$ cat src/rtl/seq_pattern_detector_pkg.sv
// Shared types and constants for the programmable serial pattern detector.
package seq_pattern_detector_pkg;

   typedef enum logic [1:0] {
      UNCFG = 2'b00,
      FILL  = 2'b01,
      HUNT  = 2'b10
   } spd_state_t;

   localparam logic [1:0] ST_UNCFG = 2'b00;
   localparam logic [1:0] ST_FILL  = 2'b01;
   localparam logic [1:0] ST_HUNT  = 2'b10;

   // Smallest usable pattern length; larger lengths clamp to MAX_W in the top.
   localparam int LEN_MIN = 1;

endpackage

$ cat src/rtl/seq_pattern_detector_if.sv
// Data, configuration and status bundle of the pattern detector.
interface seq_pattern_detector_if #(
   parameter int MAX_W   = 16,
   parameter int COUNT_W = 8
);
   localparam int LEN_W = $clog2(MAX_W + 1);

   logic               din;
   logic               din_valid;
   logic               cfg_load;
   logic [MAX_W-1:0]   cfg_pattern;
   logic [LEN_W-1:0]   cfg_len;
   logic               cfg_overlap;
   logic               cnt_clr;
   logic               match;
   logic [COUNT_W-1:0] match_count;
   logic               armed;

   modport master (
      output din, din_valid, cfg_load, cfg_pattern, cfg_len, cfg_overlap, cnt_clr,
      input  match, match_count, armed
   );

   modport slave (
      input  din, din_valid, cfg_load, cfg_pattern, cfg_len, cfg_overlap, cnt_clr,
      output match, match_count, armed
   );
endinterface

$ cat src/rtl/seq_pattern_detector_sat_counter.sv
// Saturating event counter with synchronous clear; clear beats increment.
module sat_counter #(
   parameter int W = 8
) (
   input  logic         clk,
   input  logic         reset_n,
   input  logic         inc_i,
   input  logic         clr_i,
   output logic [W-1:0] count_o
);
   logic [W-1:0] count_q;
   logic [W-1:0] count_d;

   // Next count: clear, saturating increment, or hold.
   always_comb begin
      count_d = count_q;
      if (clr_i) begin
         count_d = {W{1'b0}};
      end else if (inc_i && (count_q != {W{1'b1}})) begin
         count_d = count_q + W'(1);
      end else begin
         count_d = count_q;
      end
   end

   // Count register.
   always_ff @(posedge clk or negedge reset_n) begin
      if (!reset_n) begin
         count_q <= {W{1'b0}};
      end else begin
         count_q <= count_d;
      end
   end

   assign count_o = count_q;
endmodule

$ cat src/rtl/seq_pattern_detector.sv
// Runtime-programmable serial pattern detector: shadow config, history shift
// register, fill tracking FSM, masked compare and a saturating match counter.
module seq_pattern_detector
   import seq_pattern_detector_pkg::*;
#(
   parameter int MAX_W   = 16,
   parameter int COUNT_W = 8
) (
   input  logic                    clk,
   input  logic                    reset_n,
   seq_pattern_detector_if.slave   bus
);
   localparam int LEN_W = $clog2(MAX_W + 1);
   localparam logic [LEN_W-1:0] LEN_MAX = LEN_W'(MAX_W);
   localparam logic [LEN_W-1:0] LEN_ONE = LEN_W'(LEN_MIN);

   logic [1:0]         state_q, state_d;
   logic [MAX_W-2:0]   hist_q, hist_d;
   logic [LEN_W-1:0]   fill_q, fill_d;
   logic [MAX_W-1:0]   pat_q, pat_d;
   logic [MAX_W-1:0]   mask_q, mask_d;
   logic [LEN_W-1:0]   len_q, len_d;
   logic               ovl_q, ovl_d;
   logic               match_q;

   logic [LEN_W-1:0]   len_eff_s;
   logic [MAX_W-1:0]   mask_s;
   logic [MAX_W-1:0]   window_s;
   logic [LEN_W-1:0]   fill_inc_s;
   logic               hit_s;
   logic [COUNT_W-1:0] count_s;

   // Clamp the requested length and build the compare mask for it.
   always_comb begin
      if (bus.cfg_len == {LEN_W{1'b0}}) begin
         len_eff_s = LEN_ONE;
      end else if (bus.cfg_len > LEN_MAX) begin
         len_eff_s = LEN_MAX;
      end else begin
         len_eff_s = bus.cfg_len;
      end
      mask_s = {MAX_W{1'b0}};
      for (int i = 0; i < MAX_W; i++) begin
         mask_s[i] = (LEN_W'(i) < len_eff_s);
      end
   end

   assign window_s   = {hist_q, bus.din};
   assign fill_inc_s = (fill_q == LEN_MAX) ? fill_q : (fill_q + LEN_ONE);
   // A load in the same cycle discards the incoming bit, so it can never hit.
   assign hit_s = (state_q == ST_HUNT) && bus.din_valid && !bus.cfg_load &&
                  (((window_s ^ pat_q) & mask_q) == {MAX_W{1'b0}});

   // Next-state logic for configuration, history, fill level and FSM.
   always_comb begin
      state_d = state_q;
      hist_d  = hist_q;
      fill_d  = fill_q;
      pat_d   = pat_q;
      mask_d  = mask_q;
      len_d   = len_q;
      ovl_d   = ovl_q;
      if (bus.cfg_load) begin
         pat_d   = bus.cfg_pattern;
         mask_d  = mask_s;
         len_d   = len_eff_s;
         ovl_d   = bus.cfg_overlap;
         hist_d  = {(MAX_W-1){1'b0}};
         fill_d  = {LEN_W{1'b0}};
         state_d = (len_eff_s == LEN_ONE) ? ST_HUNT : ST_FILL;
      end else if ((state_q != ST_UNCFG) && bus.din_valid) begin
         hist_d = window_s[MAX_W-2:0];
         if (hit_s && !ovl_q) begin
            // Non-overlapping: the next match must be built from fresh bits.
            fill_d  = {LEN_W{1'b0}};
            state_d = (len_q == LEN_ONE) ? ST_HUNT : ST_FILL;
         end else begin
            fill_d = fill_inc_s;
            if ((state_q == ST_FILL) && (fill_inc_s >= (len_q - LEN_ONE))) begin
               state_d = ST_HUNT;
            end else begin
               state_d = state_q;
            end
         end
      end else begin
         state_d = state_q;
      end
   end

   // State, history and shadow configuration registers.
   always_ff @(posedge clk or negedge reset_n) begin
      if (!reset_n) begin
         state_q <= ST_UNCFG;
         hist_q  <= {(MAX_W-1){1'b0}};
         fill_q  <= {LEN_W{1'b0}};
         pat_q   <= {MAX_W{1'b0}};
         mask_q  <= {MAX_W{1'b0}};
         len_q   <= {LEN_W{1'b0}};
         ovl_q   <= 1'b0;
         match_q <= 1'b0;
      end else begin
         state_q <= state_d;
         hist_q  <= hist_d;
         fill_q  <= fill_d;
         pat_q   <= pat_d;
         mask_q  <= mask_d;
         len_q   <= len_d;
         ovl_q   <= ovl_d;
         match_q <= hit_s;
      end
   end

   sat_counter #(.W(COUNT_W)) u_match_cnt (
      .clk     (clk),
      .reset_n (reset_n),
      .inc_i   (hit_s),
      .clr_i   (bus.cnt_clr),
      .count_o (count_s)
   );

   assign bus.match       = match_q;
   assign bus.match_count = count_s;
   assign bus.armed       = (state_q != ST_UNCFG);
endmodule
$ cat src/flat_wrapper.sv
// flat-port wrapper written by rule: the top's interface ports become plain ports
module seq_pattern_detector_flat import seq_pattern_detector_pkg::*;
#(
   parameter int MAX_W   = 16,
   parameter int COUNT_W = 8
)
  (clk, reset_n, bus_din, bus_din_valid, bus_cfg_load, bus_cfg_pattern, bus_cfg_len, bus_cfg_overlap, bus_cnt_clr, bus_match, bus_match_count, bus_armed);
  seq_pattern_detector_if #(.MAX_W(MAX_W), .COUNT_W(COUNT_W)) bus_i ();
  input  logic clk;
  input  logic reset_n;
  input wire logic [$bits(bus_i.din)-1:0] bus_din;
  input wire logic [$bits(bus_i.din_valid)-1:0] bus_din_valid;
  input wire logic [$bits(bus_i.cfg_load)-1:0] bus_cfg_load;
  input wire logic [$bits(bus_i.cfg_pattern)-1:0] bus_cfg_pattern;
  input wire logic [$bits(bus_i.cfg_len)-1:0] bus_cfg_len;
  input wire logic [$bits(bus_i.cfg_overlap)-1:0] bus_cfg_overlap;
  input wire logic [$bits(bus_i.cnt_clr)-1:0] bus_cnt_clr;
  output wire logic [$bits(bus_i.match)-1:0] bus_match;
  output wire logic [$bits(bus_i.match_count)-1:0] bus_match_count;
  output wire logic [$bits(bus_i.armed)-1:0] bus_armed;
  assign bus_i.din = bus_din;
  assign bus_i.din_valid = bus_din_valid;
  assign bus_i.cfg_load = bus_cfg_load;
  assign bus_i.cfg_pattern = bus_cfg_pattern;
  assign bus_i.cfg_len = bus_cfg_len;
  assign bus_i.cfg_overlap = bus_cfg_overlap;
  assign bus_i.cnt_clr = bus_cnt_clr;
  assign bus_match = bus_i.match;
  assign bus_match_count = bus_i.match_count;
  assign bus_armed = bus_i.armed;
  seq_pattern_detector #(.MAX_W(MAX_W), .COUNT_W(COUNT_W)) u_core (.clk(clk), .reset_n(reset_n), .bus(bus_i));
endmodule
$ cat config.mk
export PLATFORM = sky130hd
export DESIGN_NAME = seq_pattern_detector_flat
export DESIGN_NICKNAME = d
export VERILOG_FILES = /design/src/rtl/seq_pattern_detector_pkg.sv /design/src/rtl/seq_pattern_detector_if.sv /design/src/rtl/seq_pattern_detector_sat_counter.sv /design/src/rtl/seq_pattern_detector.sv /design/src/flat_wrapper.sv
export SDC_FILE = /design/constraint.sdc
export NUM_CORES = 1
export LEC_CHECK = 0
export BUFFER_PORTS_ARGS = -buffer_cell sky130_fd_sc_hd__buf_2
export CAP_MARGIN = 5
export CORE_MARGIN = 5
export CORE_UTILIZATION = 50
export CTS_BUF_LIST = sky130_fd_sc_hd__clkbuf_8 sky130_fd_sc_hd__clkbuf_16
export CTS_CLUSTER_DIAMETER = 30
export DETAILED_ROUTE_END_ITERATION = 8
export PLACE_DENSITY = 0.84
export SYNTH_ARGS = -nofsm -noshare
export SYNTH_HDL_FRONTEND = slang
export SYNTH_HIERARCHICAL = 1
export SYNTH_SLANG_ARGS = --single-unit
export TNS_END_PERCENT = 10
$ cat constraint.sdc
create_clock -name clk -period 2.2 [get_ports clk]
set_input_delay 0.44 -clock clk [delete_from_list [all_inputs] [get_ports clk]]
set_output_delay 0.44 -clock clk [all_outputs]
set_load 0.005 [all_outputs]
==> flow_summary.ini, run 1 <==
[sta]
layout_worst_path_cycle_share_pct = 103
finalSetupViolations = 3
setup_ws_ps = -59.2
finalMaxSlewViolations = 0
headroom_to_the_max_slew_limit_pct = 53.8
grt_setup_unrepaired = true
worst_clock_skew_ps = 7.75
hold_violations = 0
fmax_mhz = 443
worst_slew_pin_slew_ps = 693
fin_crit_ps = 2260

[run_status]
failing_checks = negative setup slack
status = complete, but fails checks

[critical_path]
rr_startpoint = u_core/pat_q[5]
critical_setup_path_class = flip-flop to flip-flop
end_of_the_worst_register_to_register_path = u_core/u_match_cnt/count_o[7]
worst_setup_path_start_kind = flip-flop
timing.critical_path.required_ps = 2420
capture_point_of_the_worst_path = u_core/u_match_cnt/count_o[7]
arrival_ps = 2480
setup.worst_path.start = u_core/pat_q[5]
critical_path_peak_fanout = 4
timing.reg2reg.worst_path_depth = 9
worst-r2r-setup-slack_ps = -60
timing.critical_path.to_type = flip-flop

[cts]
tritoncts.num_buffers = 9
holdBufCountCts = 0
cts.sink_count = 68
tritoncts = done
worst_setup_hold_path_clk_slew_ps = 80
max-clock-path-buffers = 2
htree_levels = 3
ctsRootBufferMaster = sky130_fd_sc_hd__clkbuf_8
clock_latency_ps = 350

[placement]
numPortBuffers = 37
place_inst = 443
pre_cts_slack_ps = -144
detailedPlacementHpwl_microns = 5050
routabilityCongestion = 0.809

[routing]
first_iter_violations = 163
vias = 2638
post-route-drc-count = 0
drt_pass1_iterations = 5
post_drt_via_cell_ratio = 5.71
postRouteAntennaNets = 0
totalWireLength_microns = 7300
avg_wl_per_cell_microns = 15.8

[synth]
ys_seq_area_share_pct = 51.1
synth.ff_latch_count = 68
synthesized_instance_count = 329
synth-warning-count = 6
synth-edff-count = 0
share_of_synthesized_flip_flops_with_an_asynchronous_set_or_reset_pct = 100
post_synth_instance_area_sq_um = 3330
synth.distinct_cells = 46
average_cell_area_after_synthesis_sq_um = 10.1
synth_nets = 367
dominantRegCellSynth = sky130_fd_sc_hd__dfrtp_1

[final_layout]
synthToLayoutAreaGrowth_pct = 20.8
layout.nets = 418
layout.cells.most_common = sky130_fd_sc_hd__dfrtp_1
drive_above_1_share_pct = 29.1
commonest_cells_after_routing_fill_and_taps_aside = 68 x sky130_fd_sc_hd__dfrtp_1, 45 x sky130_fd_sc_hd__nand2_1, 37 x sky130_fd_sc_hd__buf_2
finish.cell_count_without_fillers = 462
num_antenna_cells = 0

[global_routing]
pin_count_of_the_biggest_net_entering_global_routing = 70
globalRoute.totalOverflow = 0
grt_first_pass_wirelength_microns = 12100
grt_pass1_vias = 2665
total_routing_resource_utilization_after_global_routing_pct = 18.1
antenna_found_initial = 0

[power_and_ir_drop]
leakagePower_nw = 1.79
pwr_density_cell_nw_per_um2 = 741
power.ir.vdd_worst_uv = 487

[floorplanning]
die-area_sq_um = 8390
placeableCoreArea_sq_um = 6420
chipWidth_microns = 91.6
core.rowCount = 29
die_height_microns = 91.6
ioPinCount = 38
floorplan.initialDensity_pct = 51.8

[min_path]
hold_class = primary input to async pin

[run]
max_cap_viol_count = 0
synth_stat cells, types with 3 or more instances:
cell	number	area, sq um
sky130_fd_sc_hd__dfrtp_1	68	1700
sky130_fd_sc_hd__nand2_1	45	169
sky130_fd_sc_hd__a21oi_1	28	140
sky130_fd_sc_hd__nor2_1	25	93.8
sky130_fd_sc_hd__mux2_2	19	214
sky130_fd_sc_hd__xor2_1	17	149
sky130_fd_sc_hd__clkbuf_1	14	52.6
sky130_fd_sc_hd__inv_1	12	45.0
sky130_fd_sc_hd__o21ai_0	12	60.1
sky130_fd_sc_hd__a31oi_1	11	68.8
sky130_fd_sc_hd__ha_1	10	125
sky130_fd_sc_hd__nor3_1	7	35.0
sky130_fd_sc_hd__a22oi_1	6	45.0
sky130_fd_sc_hd__xnor2_1	6	52.6
sky130_fd_sc_hd__nand3_1	5	25.0
sky130_fd_sc_hd__a22o_1	4	35.0
sky130_fd_sc_hd__nor2b_1	4	25.0
sky130_fd_sc_hd__nand2b_1	3	18.8
sky130_fd_sc_hd__nand4_1	3	18.8
sky130_fd_sc_hd__or2_2	3	18.8
power by group:
group          leakage [nW]  switching [mW]  internal [mW]
clock                 0.120           0.508          0.760
combinational         0.829           0.189          0.154
sequential            0.841          0.0494           1.32
total                  1.79           0.747           2.23
through the flow:
stage	setup TNS, ps	area (sq um)	power [mW]	util [%]	hold WS (ps)
2_1_floorplan	-50.6	3330	1.59	-	144
3_3_place_gp	-198	3680	1.71	57.3	473
3_5_place_dp	-610	3680	1.72	57.3	482
4_1_cts	-51.3	3970	2.99	61.8	99.6
5_1_grt	-2260	4020	3.10	62.6	133
6_report	-95.4	4020	2.98	62.6	90.9
registers in the layout, indices dropped and copies added, names as in the netlist:
register,cells
u_core/ovl_q,1
u_core/bus.match,1
u_core/u_match_cnt/count_o,8
u_core/fill_q,5
u_core/mask_q,16
u_core/state_q,2
u_core/pat_q,16
u_core/len_q,4
u_core/hist_q,15
how the worst min path moves through the flow:
stage / startpoint / to / slack [ps] / cells past startpoint
3_3_place_gp: reset_n / u_core/pat_q[8] / 470 / 1
4_1_cts: reset_n / u_core/pat_q[13] / 100 / 1
5_1_grt: reset_n / u_core/pat_q[13] / 130 / 1
2_1_floorplan: reset_n / u_core/bus.match / 140 / 0
6_report: reset_n / u_core/pat_q[13] / 90 / 1
3_5_place_dp: reset_n / u_core/pat_q[8] / 480 / 1
routing by layer:
metal,vias to the layer above,track usage (%),wire (microns)
li1,1247,-,-
met1,1301,22.8,3110
met2,82,30.7,3760
met3,8,3.64,354
met4,0,6.78,76
met5,-,0,0
what timing repair did:
action / 4_1_cts / 5_1_grt
pin swaps: 2 / 11
buffers inserted: 2 / 1
setup endpoints to repair: 9 / 15
resized for setup: 6 / 12
critical path: stages, from the launching register on:
cell,delay [ps]
sky130_fd_sc_hd__dfrtp_1,390
sky130_fd_sc_hd__xor2_1,170
sky130_fd_sc_hd__a222oi_1,440
sky130_fd_sc_hd__buf_4,180
sky130_fd_sc_hd__nand4_1,130
sky130_fd_sc_hd__nor2_2,210
sky130_fd_sc_hd__nand3_2,130
sky130_fd_sc_hd__buf_4,160
sky130_fd_sc_hd__nor4_2,260
sky130_fd_sc_hd__a211oi_2,70
cells by family after synthesis:
logic type | share of synthesized area, %
AOI/OAI and AO/OA | 13.8
xor gates and xnor gates | 6.05
adders and majority gates | 3.76
buffers and inverters | 3.42
DFF | 51.1
muxes | 6.73
and+or+nand+nor | 15.1
area by class of cell:
cell class	instances	area (sq um)
timing repair buffer	56	344
sequential	68	1700
clock buffer	9	124
clock inverter	7	124
tap	77	96.3
fill	522	2400
inverter	12	45.0
multi-input combinational	233	1580
No activity file was read; power rests on OpenSTA's default activity.
==> inputs of run 2 (changes only) <==
Settings changed: CORE_MARGIN 5 to default.
==> flow_summary.ini, run 2 (synthesis results as in run 1) <==
[final_layout]
synthToLayoutAreaGrowth_pct = 22.6
filler_cell_count = 510
commonest_cells_after_routing_fill_and_taps_aside = 68 x sky130_fd_sc_hd__dfrtp_1, 45 x sky130_fd_sc_hd__nand2_1, 37 x sky130_fd_sc_hd__buf_2
layout.nets = 425
largest_registers = u_core/mask_q x16, u_core/pat_q x16, u_core/hist_q x15
layout.cells.most_common = sky130_fd_sc_hd__dfrtp_1
num_antenna_cells = 0
final_core_utilization_pct = 63.9
drive_above_1_share_pct = 30.1

[global_routing]
grt_first_pass_wirelength_microns = 12300
pin_count_of_the_biggest_net_entering_global_routing = 70
total_routing_resource_utilization_after_global_routing_pct = 22.2
grt_pass1_vias = 2670
antenna_found_initial = 0
globalRoute.totalOverflow = 0

[cts]
cts.sink_count = 68
htree_levels = 3
ctsRootBufferMaster = sky130_fd_sc_hd__clkbuf_8
max-clock-path-buffers = 2
clock_latency_ps = 350
tritoncts.num_buffers = 9
tritoncts = done
worst_setup_hold_path_clk_slew_ps = 80
holdBufCountCts = 0

[routing]
avg_wl_per_cell_microns = 15.5
totalWireLength_microns = 7290
post-route-drc-count = 0
postRouteAntennaNets = 0
drt_pass1_iterations = 4
vias = 2625
first_iter_violations = 102
post_drt_via_cell_ratio = 5.60

[critical_path]
critical_setup_path_class = flip-flop to flip-flop
timing.critical_path.required_ps = 2480
arrival_ps = 2600
worst_setup_path_start_kind = flip-flop
critical_path_peak_fanout = 5
timing.critical_path.to_type = flip-flop
timing.reg2reg.worst_path_depth = 9

[placement]
numPortBuffers = 37
routabilityCongestion = 0.839
detailedPlacementHpwl_microns = 4940
pre_cts_slack_ps = -182

[sta]
tns_ps = -512
fmax_mhz = 431
worst_slew_pin_slew_ps = 678
finalSetupViolations = 7
worst_clock_skew_ps = 7.66
fin_crit_ps = 2320
headroom_to_the_max_slew_limit_pct = 54.8
setup_ws_ps = -121
timing.hold.ws_ps = 50.4
layout_worst_path_cycle_share_pct = 106
finalMaxSlewViolations = 0
hold_violations = 0
grt_setup_unrepaired = true

[power_and_ir_drop]
tot_pwr_mw = 2.97
power.ir.vdd_worst_uv = 524
leakagePower_nw = 1.85
pwr_density_cell_nw_per_um2 = 728

[run_status]
status = complete, but fails checks
failing_checks = negative setup slack

[min_path]
hold_class = primary input to async pin

[run]
max_cap_viol_count = 0

[floorplanning]
placeableCoreArea_sq_um = 6390
ioPinCount = 38
floorplan.initialDensity_pct = 52.1
die_height_microns = 83.6
core.rowCount = 29
die-area_sq_um = 6980
chipWidth_microns = 83.6
run 2: power by group:
group | switching (mW) | internal (mW) | total (mW) | leakage, nW
registers | 0.0505 | 1.32 | 1.37 | 0.841
logic | 0.190 | 0.154 | 0.344 | 0.884
clock network | 0.507 | 0.751 | 1.26 | 0.121
run 2: final timing paths:
path	slack, ps	end	startpoint
min in group clk	310	u_core/pat_q[11]	bus_cfg_pattern[11]
min	50	u_core/mask_q[0]	reset_n
max reg2reg	-120	u_core/u_match_cnt/count_o[7]	u_core/hist_q[4]
max	-120	u_core/u_match_cnt/count_o[7]	u_core/hist_q[4]
max in group asynchronous	1510	u_core/pat_q[15]	reset_n
min reg2reg	530	u_core/mask_q[0]	u_core/mask_q[0]
run 2: through the flow:
step | area (sq um) | instances
6_report | 4080 | 469
5_1_grt | 4080 | 469
4_1_cts | 4040 | 468
3_5_place_dp | 3720 | 449
3_3_place_gp | 3720 | 449
2_1_floorplan | 3330 | 329
run 2: timing repair:
| item | in CTS | in global routing |
|---|---|---|
| pin swaps | 6 | 9 |
| buffers inserted | 3 | 1 |
| setup endpoints to repair | 6 | 14 |
| gates resized for setup | 11 | 8 |
run 2: worst max-delay path, stage by stage, from the launching register on:
cell,delay [ps]
sky130_fd_sc_hd__dfrtp_1,390
sky130_fd_sc_hd__xor2_1,160
sky130_fd_sc_hd__a222oi_1,440
sky130_fd_sc_hd__buf_4,180
sky130_fd_sc_hd__nand4_1,120
sky130_fd_sc_hd__nor2_1,160
sky130_fd_sc_hd__buf_4,170
sky130_fd_sc_hd__nand3_4,100
sky130_fd_sc_hd__or3_4,340
sky130_fd_sc_hd__a211oi_2,170
run 2: layout make-up:
class | instances | area [sq um] | share of cell area [%]
Tap cell | 77 | 96.3 | 2.36
Multi-Input combinational cell | 233 | 1610 | 39.3
Timing Repair Buffer | 63 | 393 | 9.63
Sequential cell | 68 | 1700 | 41.7
Inverter | 12 | 45.0 | 1.10
Clock inverter | 7 | 115 | 2.82
Clock buffer | 9 | 124 | 3.04
run 2: per-layer routing:
metal  vias up  global-route usage, %  wire, microns
met5         -                      0              0
met4         0                   7.86            126
met3        14                   7.12            331
met2        66                   35.6           3700
met1      1283                   28.2           3130
li1       1262                      -              -
